## config.mk

```make
export PLATFORM = sky130hd
export DESIGN_NAME = hazard_fwd_ctrl
export DESIGN_NICKNAME = d
export VERILOG_FILES = /design/src/rtl/hazard_fwd_ctrl.sv
export SDC_FILE = /design/constraint.sdc
export NUM_CORES = 1
export LEC_CHECK = 0
export BUFFER_PORTS_ARGS = -buffer_cell sky130_fd_sc_hd__buf_2
export CELL_PAD_IN_SITES_DETAIL_PLACEMENT = 2
export CELL_PAD_IN_SITES_GLOBAL_PLACEMENT = 2
export CORE_MARGIN = 4
export CORE_UTILIZATION = 35
export DETAILED_ROUTE_END_ITERATION = 7
export GPL_TIMING_DRIVEN = 0
export PLACE_DENSITY = 0.8
export SETUP_SLACK_MARGIN = 0.15
export SKIP_LAST_GASP = 1
export SYNTH_ARGS = -nofsm -noshare
export SYNTH_HDL_FRONTEND = slang
export SYNTH_SLANG_ARGS = --single-unit
```

## constraint.sdc

```tcl
create_clock -name clk_i -period 3.37 [get_ports clk_i]
set_input_delay 0.8425 -clock clk_i [delete_from_list [all_inputs] [get_ports clk_i]]
set_output_delay 0.8425 -clock clk_i [all_outputs]
set_load 0.01 [all_outputs]
```

## src/rtl/hazard_fwd_ctrl.sv

```systemverilog
// hazard_fwd_ctrl: scoreboard-based load-use stall, EX forwarding select, ID redirect flush and saturating counters
module hazard_fwd_ctrl #(
  parameter int REG_AW    = 5,
  parameter int FWD_DEPTH = 2,
  parameter int LOAD_LAT  = 1,
  parameter int CNT_W     = 16
) (
  input  logic              clk_i,
  input  logic              rst_i,
  input  logic              id_valid_i,
  input  logic [REG_AW-1:0] id_rs_i,
  input  logic [REG_AW-1:0] id_rt_i,
  input  logic              id_uses_rs_i,
  input  logic              id_uses_rt_i,
  input  logic [REG_AW-1:0] id_rd_i,
  input  logic              id_regwrite_i,
  input  logic              id_memread_i,
  input  logic              id_redirect_i,
  output logic              stall_o,
  output logic              idex_bubble_o,
  output logic              ifid_flush_o,
  output logic [2:0]        ex_fwd_rs_o,
  output logic [2:0]        ex_fwd_rt_o,
  output logic [CNT_W-1:0]  stall_cnt_o,
  output logic [CNT_W-1:0]  flush_cnt_o
);
  typedef struct packed {
    logic              valid;
    logic [REG_AW-1:0] rd;
    logic              regwrite;
    logic [REG_AW-1:0] rs;
    logic [REG_AW-1:0] rt;
    logic              uses_rs;
    logic              uses_rt;
    logic [2:0]        avail;
  } ent_t;

  ent_t sb_q [FWD_DEPTH+1];
  ent_t sb_d [FWD_DEPTH+1];
  logic [CNT_W-1:0] stall_cnt_q, stall_cnt_d, flush_cnt_q, flush_cnt_d;
  logic stall, flush, bad_fwd;
  logic [2:0] fwd_rs, fwd_rt;

  function automatic logic prod(input ent_t e, input logic [REG_AW-1:0] r);
    return e.valid & e.regwrite & (e.rd == r) & (e.rd != '0);
  endfunction

  // stall while any in-flight producer of a used ID source cannot yet forward
  always_comb begin
    stall = 1'b0;
    for (int k = 0; k < FWD_DEPTH; k++)
      if (((id_uses_rs_i && prod(sb_q[k], id_rs_i)) || (id_uses_rt_i && prod(sb_q[k], id_rt_i)))
          && int'(sb_q[k].avail) > k + 1)
        stall = 1'b1;
    stall = stall & id_valid_i;
    flush = rst_i & id_valid_i & id_redirect_i & ~stall;
  end

  // youngest ready producer wins: scan oldest to youngest so smaller k overwrites
  always_comb begin
    fwd_rs  = '0;
    fwd_rt  = '0;
    bad_fwd = 1'b0;
    for (int k = FWD_DEPTH; k >= 1; k--) begin
      if (sb_q[0].valid && sb_q[0].uses_rs && prod(sb_q[k], sb_q[0].rs)) begin
        if (int'(sb_q[k].avail) <= k) fwd_rs = 3'(k);
        else bad_fwd = 1'b1;
      end
      if (sb_q[0].valid && sb_q[0].uses_rt && prod(sb_q[k], sb_q[0].rt)) begin
        if (int'(sb_q[k].avail) <= k) fwd_rt = 3'(k);
        else bad_fwd = 1'b1;
      end
    end
  end

  // next scoreboard: shift towards retirement, insert ID or a bubble at EX
  always_comb begin
    sb_d[0] = '0;
    if (id_valid_i && !stall)
      sb_d[0] = ent_t'{valid: 1'b1, rd: id_rd_i, regwrite: id_regwrite_i, rs: id_rs_i, rt: id_rt_i,
                       uses_rs: id_uses_rs_i, uses_rt: id_uses_rt_i,
                       avail: id_memread_i ? 3'(1 + LOAD_LAT) : 3'd1};
    for (int k = 1; k <= FWD_DEPTH; k++) sb_d[k] = sb_q[k-1];
    stall_cnt_d = (stall && !(&stall_cnt_q)) ? stall_cnt_q + 1'b1 : stall_cnt_q;
    flush_cnt_d = (flush && !(&flush_cnt_q)) ? flush_cnt_q + 1'b1 : flush_cnt_q;
  end

  // state registers with asynchronous active-low clear
  always_ff @(posedge clk_i or negedge rst_i) begin
    if (!rst_i) begin
      for (int k = 0; k <= FWD_DEPTH; k++) sb_q[k] <= '0;
      stall_cnt_q <= '0;
      flush_cnt_q <= '0;
    end else begin
      for (int k = 0; k <= FWD_DEPTH; k++) sb_q[k] <= sb_d[k];
      stall_cnt_q <= stall_cnt_d;
      flush_cnt_q <= flush_cnt_d;
    end
  end

  // a matched producer that is not yet forwardable means the stall logic let a consumer through
  always @(posedge clk_i) if (rst_i) assert (!bad_fwd);

  assign stall_o       = stall;
  assign idex_bubble_o = stall;
  assign ifid_flush_o  = flush;
  assign ex_fwd_rs_o   = fwd_rs;
  assign ex_fwd_rt_o   = fwd_rt;
  assign stall_cnt_o   = stall_cnt_q;
  assign flush_cnt_o   = flush_cnt_q;
endmodule

```

==> summary.md <==
| Metric | Value |
|---|---|
| # diodes | `0` |
| Clock latency on the worst-skew pair | `340 ps` |
| Synth Flop Type | `dfrtp_1` |
| Final net count | `393` |
| Num rows | `35` |
| Chip Width | `105 um` |
| Yosys top cell area share | `53.6%` |
| Pin count of the biggest net entering global routing | `73` |
| Async SR Flop Fraction | `100%` |
| Total grt overflow | `0` |
| CTS tree | `done` |
| Max-capacitance violation count | `0` |
| Data arrival, critical path | `2340 ps` |
| Crit path required time | `2530 ps` |
| Die ar. | `11100 sq um` |
| Slew Viols, Final | `0` |
| Setup crit start | `id_rt_i[1]` |
| Initial antenna violation count | `0` |
| Leak | `1.86 nW` |
| Count leader, synth | `dfrtp_1` |
| Capture point of the worst reg-to-reg path | `stall_cnt_o[1]` |
| WHS | `385 ps` |
| R2R Path Start | `stall_cnt_o[3]` |
| RePlAce Congestion | `0.802` |
| CP Capture Type | `output pin` |
| Synth Register Bits | `71` |
| Total number of vias | `2447` |
| Clk root buf | `clkbuf_8` |
| Synth cell count leaders | `dfrtp_1 (71), xnor2_1 (50), and2_1 (20), nand2_1 (20), nand3_1 (20)` |
| # fillers | `1006` |
| Seq/Total Area, Yosys | `53.6%` |
| Hpwl dp | `6730 um` |
| Synth unique cells | `39` |
| Layout area overhead | `19.7%` |
| EDFF count, synth | `0` |
| Setup Fix Bufs, Post-CTS | `0` |
| Total power | `0.00177 W` |
| Area contributors post-synth | `dfrtp_1 (54%), xnor2_1 (13%), xor2_1 (4.5%), and2_1 (3.8%), nand3_1 (3.0%)` |
| Setup CP Type | `in2out` |
| RSZ-0062 raised after global routing | `yes` |
| Share of layout cells above drive strength 1 | `24.4%` |
| Max VDD drop | `259 uV` |
| Vias in the first global route | `2797` |
| H-tree Lvls | `3` |
| Non-filler cells, final | `502` |
| Largest area contributor in the netlist | `dfrtp_1` |
| Most frequent cell on the critical path | `buf_2` |
| Worst-margin pin slew | `651 ps` |
| Startpoint types | `input port` |
| Syn Std Cell Area | `3310 sq um` |
| Final Cycle Share | `94.5%` |
| Crit-path cells | `buf_2, xnor2_1, nand4_1, o22ai_4, a22o_1, and2_1, buf_4, buf_2` |
| Buf/Inv on CP | `3` |
| Placed cells | `486` |
| Post-Place Cell Area | `3790 sq um` |
| Drt total wl | `9010 um` |
| Clock Path Buffers | `2` |
| Clock slew at reported path FFs | `70 ps` |
| FF-to-FF setup slack | `1020 ps` |
| Setup violations, final | `0` |
| Final Hold Viols | `0` |
| Num CTS Buffers | `9` |
| CP delay by family, top | `compound AO/OA/AOI/OAI gates` |
| # DRC | `0` |
| Critical-path top delay cell | `o22ai_4` |
| PD cells | `447 nW/um^2` |
| FMAX | `314 MHz` |
| Crit. path cell count | `8` |
| Final Critical Period | `3180 ps` |
| Total track usage | `17.4%` |
| IO buf count | `61` |
| CORE AREA | `9240 sq um` |
| Chip height | `105 um` |
| Synth Area per Inst | `11.2 sq um` |
| Post-Syn Instances | `295` |
| Crit-path max cell delay | `290 ps` |
| Wire length per cell | `18.0 um` |
| Design Area, Final | `3970 sq um` |
| Worst Setup EP | `stall_o` |
| First-pass GRT wire length | `15100 um` |
| Setup_tns | `0 ps` |
| Syn. warnings | `0` |
| Top Ports | `64` |
| Worst-case reg-to-reg path depth | `6` |
| First drt pass iteration count | `4` |
| Post-Route Skew | `10.7 ps` |
| Rel. slew slack | `56.4%` |
| Min-Delay Path Class | `reg2reg` |
| Run status | `complete, no violations` |
| CTS Sinks | `71` |
| Critical path fanouts, max | `5` |
| Post-route ant nets | `0` |
| Initial Util | `35.9%` |
| Via density | `4.87` |
| Initial DRC count | `68` |
| Post-CTS Hold Fix Bufs | `0` |
state kept, by name, summed over array words and instances, names as in the netlist:
register,count
sb_d,30
flush_cnt_o,16
stall_cnt_o,16
sb_q,9
routing by layer:
layer	up-vias	GRT usage (%)	share of wire, %
met2	32	30.7	53
met1	1260	22.1	44
met4	0	5.62	1.3
met5	-	0	0
li1	1146	-	-
met3	9	2.20	1.6
how the worst min path moves through the flow:
stage             start       end  slack, ps  depth (start not counted)
4_1_cts        sb_d[22]   sb_d[0]        380                          0
2_1_floorplan  sb_d[22]   sb_d[0]        330                          0
3_5_place_dp   sb_d[22]   sb_d[0]        350                          0
6_report       sb_d[37]  sb_d[15]        390                          0
5_1_grt        sb_d[22]   sb_d[0]        390                          0
3_3_place_gp   sb_d[22]   sb_d[0]        340                          0
worst reg2reg max path, delay by kind of cell (launching register included):
kind	cells	cell delay, ps
AOI/OAI and AO/OA	2	750
DFF	1	470
muxes	1	320
and+or+nand+nor	2	490
buffers and inverters	1	200
stage by stage:
stage          utilization (%)  setup slack, ps
4_1_cts                   42.8              152
5_1_grt                   43.0             78.9
2_1_floorplan                -              536
3_5_place_dp              41.0             91.2
3_3_place_gp              41.0             -224
6_report                  43.0              187
power breakdown:
part	internal, W	total [W]	switching (W)
Combinational	0.000108	0.000235	0.000127
Clock	0.000264	0.000576	0.000312
Sequential	0.000903	0.000962	0.0000593
Total	0.00127	0.00177	0.000499
final cells by class:
type	instances	area, sq um	area share, %
Sequential cell	71	1780	44.8
Clock inverter	4	22.5	0.567
Tap cell	129	161	4.07
Clock buffer	12	135	3.40
Timing Repair Buffer	61	312	7.85
Buffer	14	100	2.52
Inverter	3	11.3	0.284
Multi-Input combinational cell	208	1450	36.5
logic make-up (layout without fill, tap and decap cells):
| logic type | Yosys count | after routing | share of synthesized area [%] |
|---|---|---|---|
| muxes | 2 | 2 | 0.679 |
| other | 1 | 2 | 0.113 |
| and+or+nand+nor | 119 | 119 | 19.4 |
| AOI/OAI and AO/OA | 16 | 16 | 4.38 |
| xor gates and xnor gates | 67 | 67 | 17.7 |
| DFF | 71 | 71 | 53.6 |
| buffers and inverters | 17 | 94 | 3.36 |
| adders and majority gates | 2 | 2 | 0.755 |
placed cells by master (no fill, tap or decap), types with 4 or more instances in the layout:
cell type | Yosys | routed
dfrtp_1 | 71 | 71
buf_2 | 2 | 62
xnor2_1 | 50 | 50
nand2_1 | 20 | 20
nand3_1 | 20 | 20
and2_1 | 20 | 20
xor2_1 | 17 | 17
nand4_1 | 14 | 14
nor2_1 | 11 | 11
nor3_1 | 10 | 10
clkbuf_8 | 0 | 9
buf_4 | 8 | 8
and3_1 | 8 | 8
clkbuf_1 | 2 | 5
nor4_1 | 4 | 4
repair_timing:
item	in CTS	in global routing
gates cloned	0	0
setup endpoints to repair	2	2
gates resized for setup	2	2
Power figures use the tool's default switching activity.
